$ cat config.mk
export PLATFORM = sky130hd
export DESIGN_NAME = operand_issue_fifo
export DESIGN_NICKNAME = d
export VERILOG_FILES = /design/src/rtl/operand_issue_fifo.sv
export SDC_FILE = /design/constraint.sdc
export NUM_CORES = 1
export LEC_CHECK = 0
export CORE_MARGIN = 5
export CORE_UTILIZATION = 54
export DETAILED_ROUTE_END_ITERATION = 12
export GPL_TIMING_DRIVEN = 0
export PLACE_DENSITY = 0.78
export SLEW_MARGIN = 20
export SYNTH_ARGS = -nofsm -noshare
export SYNTH_HDL_FRONTEND = slang
export SYNTH_SLANG_ARGS = --single-unit
$ cat constraint.sdc
create_clock -name clk -period 2.7 [get_ports clk]
set_clock_uncertainty 0.2 [all_clocks]
set_input_delay 0.405 -clock clk [delete_from_list [all_inputs] [get_ports clk]]
set_output_delay 0.405 -clock clk [all_outputs]
set_load 0.01 [all_outputs]
$ cat src/rtl/operand_issue_fifo.sv
// Operand-pair FIFO feeding a fixed-latency downstream pipeline.
// Pairs issue in acceptance order; res_valid_o tracks issue_o delayed by LAT cycles.
module operand_issue_fifo #(
  parameter int unsigned DWIDTH = 8,
  parameter int unsigned DEPTH  = 4,
  parameter int unsigned LAT    = 2
) (
  input  logic                     clk,
  input  logic                     rst,
  input  logic                     s_valid_i,
  input  logic [DWIDTH-1:0]        s_op1_i,
  input  logic [DWIDTH-1:0]        s_op2_i,
  output logic                     s_ready_o,
  input  logic                     en_i,
  output logic [DWIDTH-1:0]        op1_o,
  output logic [DWIDTH-1:0]        op2_o,
  output logic                     issue_o,
  output logic                     res_valid_o,
  output logic [$clog2(DEPTH):0]   count_o
);

  localparam int unsigned AW = $clog2(DEPTH);
  localparam int unsigned CW = AW + 1;

  logic [DWIDTH-1:0] r_mem_op1 [DEPTH];
  logic [DWIDTH-1:0] r_mem_op2 [DEPTH];
  logic [AW-1:0]     r_wr_ptr;
  logic [AW-1:0]     r_rd_ptr;
  logic [CW-1:0]     r_count;
  logic [DWIDTH-1:0] r_op1;
  logic [DWIDTH-1:0] r_op2;
  logic              r_issue;
  logic [LAT-1:0]    r_res_sr;

  logic w_ready;
  logic w_push;
  logic w_pop;

  // Readiness looks only at occupancy, so a full FIFO refuses even while popping.
  assign w_ready = rst && (r_count < CW'(DEPTH));
  assign w_push  = s_valid_i && w_ready;
  assign w_pop   = rst && en_i && (r_count != '0);

  // Pair storage; contents are don't-care after reset.
  always_ff @(posedge clk) begin
    if (w_push) begin
      r_mem_op1[r_wr_ptr] <= s_op1_i;
      r_mem_op2[r_wr_ptr] <= s_op2_i;
    end
  end

  // Pointers wrap naturally at DEPTH (power of two); occupancy disambiguates full/empty.
  always_ff @(posedge clk) begin
    if (!rst) begin
      r_wr_ptr <= '0;
      r_rd_ptr <= '0;
      r_count  <= '0;
    end else begin
      if (w_push) begin
        r_wr_ptr <= r_wr_ptr + AW'(1);
      end
      if (w_pop) begin
        r_rd_ptr <= r_rd_ptr + AW'(1);
      end
      if (w_push && !w_pop) begin
        r_count <= r_count + CW'(1);
      end else if (!w_push && w_pop) begin
        r_count <= r_count - CW'(1);
      end
    end
  end

  // Issue register: head pair on a pop, zero bubble otherwise.
  always_ff @(posedge clk) begin
    if (!rst) begin
      r_op1   <= '0;
      r_op2   <= '0;
      r_issue <= 1'b0;
    end else if (w_pop) begin
      r_op1   <= r_mem_op1[r_rd_ptr];
      r_op2   <= r_mem_op2[r_rd_ptr];
      r_issue <= 1'b1;
    end else begin
      r_op1   <= '0;
      r_op2   <= '0;
      r_issue <= 1'b0;
    end
  end

  // Result-valid tracker mirroring the downstream pipeline depth.
  always_ff @(posedge clk) begin
    if (!rst) begin
      r_res_sr <= '0;
    end else begin
      r_res_sr <= (r_res_sr << 1) | LAT'(r_issue);
    end
  end

  assign s_ready_o   = w_ready;
  assign op1_o       = r_op1;
  assign op2_o       = r_op2;
  assign issue_o     = r_issue;
  assign res_valid_o = r_res_sr[LAT-1];
  assign count_o     = r_count;

endmodule
==> metrics <==
outcome=completed; Port Buf Inserts=41; register bit total from synthesis=90; global-route usage over all layers=~15%; Storage cell area=2442 µm²; Area growth, synth to finish=20.59%; Worst R2R Setup Slack=between 0.2 and 0.3 ns; post-route clock period utilization=approximately 90%; initial core utilization=between 50% and 60%; total congestion overflow=0; routed length per placed instance=approximately 17 µm; total standard cell area after synthesis=3288 µm²; top achievable clock speed=399.5 MHz; Fin Setup TNS=0 ns; number of cell rows=28; Total Die Area=~7800 µm²; crit path launch=rst; transition time of the tightest slew-check pin=about 0.86 ns; boundary pin count=42; standard cell core area=between 5000 and 6000 µm²; PnR worst setup slack=0.1971 ns; non-filler instance count after layout=between 300 and 400; Warnings, synthesis=0; CTS max path bufs=2; max-slew violations=0; length of the first detailed-routing pass in iterations=5; Reg2Reg Launch Point=count_o[2]$_SDFFE_PN0P_; number of buffers inserted for hold repair after clock tree synthesis=0; global placement routability congestion=0.6788; clock-pin slew on the worst setup and hold paths=approximately 0.080 ns; data required time of the critical path=2.77 ns; cell leakage power=around 1.4 nW; n_diodes=0; placed inst area=approximately 3800 µm²; syn nets=between 150 and 200; sequential-to-total area share from yosys stat=around three quarters; vias after detailed routing=1605; hold_sp=r_res_sr[0]$_SDFF_PN0_; worst endpoint data arrival time=approximately 2.6 ns; vias per cell=roughly 5.3; Max IR drop VDD=about 0.48 mV; share of post-route cells with drive strength above 1=12.39%; minimum clock period=approximately 2.5 ns; CTS HTree Levels=3; reported max-cap violation count=0; filler cell count=409; type of element launching the critical path=input pin; die extent in x=about 90 µm; height of the die=just under 90 µm; number of instances in the synthesized netlist=around 170; footprint of the multi-input gates=roughly 770 µm²; number of hold violations in the final report=0; Layout Nets=roughly 250; type of the setup path with the least slack=input pin to register; worst slack at placement=-0.3219 ns; Detail Route Antenna Nets=0; average instance area after synthesis=roughly 19 µm²; pin count of the biggest net entering global routing=20; Slew Limit Headroom=42.58%; Critical Path End Type=register; placed insts=approximately 290; post-detailed-route DRC marker count=0; Pwr per Cell Area=803.5 nW/µm²; Root Buffer=clkbuf_8; Crit Path Max Fanout=8; iteration-0 DRC count of the detailed router=between 60 and 70; clock buffer count from CTS=9; antenna violations before repair=0; first-pass GRT wire length=about 8.5 mm; classification of the worst-slack hold path=register to register; worst hold slack=between 0.2 and 0.25 ns; clock latency on the worst-skew pair=0.34 ns; RSZ-0062 raised after global routing=no; CTS tree=yes; library cells used by synthesis=26; number of global-route vias before repair=~1.7k; final non-filler cell area=approximately 4000 µm²; Sink Count=90; routed wire length=approximately 5.2 mm; final setup violating endpoints=0; overall power of the completed layout=3.186 mW; share of the core filled with cells in the final layout=between 60% and 70%
-- kinds of logic after synthesis --
family                   Yosys count  synth area share, %
XOR/XNOR                           4                1.066
AND/OR/NAND/NOR                   35                6.507
flip-flops                        90                74.28
AO/OA/AOI/OAI                      5               0.9513
buffers and inverters             14                2.397
adder cells (fa/ha/maj)            6                2.511
multiplexers                      17                12.29
-- synth_stat cells (all sizes together) --
cell type  count  area (µm²)
fa             1       20.02
nor2b          2       12.51
nand4b         1       8.760
o21ai          2       10.01
a21boi         1       7.510
dfxtp         26       520.5
and3          16       100.1
edfxtp        64        1922
nand2b         1       6.260
a21oi          1       5.000
mux4          16       394.1
clkbuf         6       22.52
or3            1       6.260
and2           9       56.30
and3b          1       8.760
xor2           2       17.52
nand2          4       15.01
mux2i          1       10.01
xnor2          2       17.52
o31a           1       8.760
inv            4       15.01
ha             5       62.56
buf            4       41.29
-- registers in the layout (all words and copies together), names as in the netlist --
signal / cells
r_mem_op1: 32
r_mem_op2: 32
op1_o: 8
op2_o: 8
count_o: 3
r_rd_ptr: 2
r_res_sr: 2
r_wr_ptr: 2
issue_o: 1
-- routing by layer --
metal / GRT usage, % / share of wire [%] / wire length (µm)
met5: 0 / 0 / 0
met4: 5.769 / 1.6 / 82
met3: 5.080 / 5.5 / 289
met2: 25.89 / 52 / 2718
met1: 18.17 / 41 / 2131
-- repair_timing --
item,4_1_cts,5_1_grt
setup buffers,0,0
resized for setup,1,0
hold endpoints to repair,0,0
endpoints found under the setup margin,1,1
-- critical path, cell delays in order --
cell,delay [ns]
clkdlybuf4s50_1,0.48
and3b_1,0.15
clkbuf_1,0.27
ha_1,0.24
inv_1,0.06
fa_1,0.37
xor2_1,0.15
or3_1,0.29
a21boi_0,0.15
-- cell type report --
type | instances | area share, %
Sequential cell | 90 | 61.60
Multi-Input combinational cell | 67 | 19.34
Timing Repair Buffer | 41 | 10.35
Clock buffer | 10 | 3.471
Tap cell | 75 | 2.367
Buffer | 8 | 1.452
Clock inverter | 6 | 1.041
Inverter | 4 | 0.3787
-- power breakdown --
| group | switching [mW] | internal (mW) |
|---|---|---|
| logic | 0.310 | 0.410 |
| registers | 0.0519 | 1.61 |
| clock network | 0.450 | 0.359 |
-- placed cells by master, fill, tap and decap left out, types with 3 or more instances in the layout --
cell,Yosys,final
and2_1,9,9
and3_1,16,16
edfxtp_1,64,64
mux4_1,9,9
inv_1,4,4
clkdlybuf4s50_1,0,41
clkinvlp_4,0,3
dfxtp_1,26,26
mux4_2,7,7
nand2_1,4,4
ha_1,5,5
clkbuf_1,6,3
clkbuf_8,0,10
-- path summary, 6_finish.rpt --
check,depth (start not counted),to
worst max register to register,8,count_o[2]$_SDFFE_PN0P_
worst min register to register,1,r_res_sr[1]$_SDFF_PN0_
worst min-delay path,1,r_res_sr[1]$_SDFF_PN0_
worst max-delay path,9,count_o[2]$_SDFFE_PN0P_
Note: power is estimated with default switching activity, not from simulation.
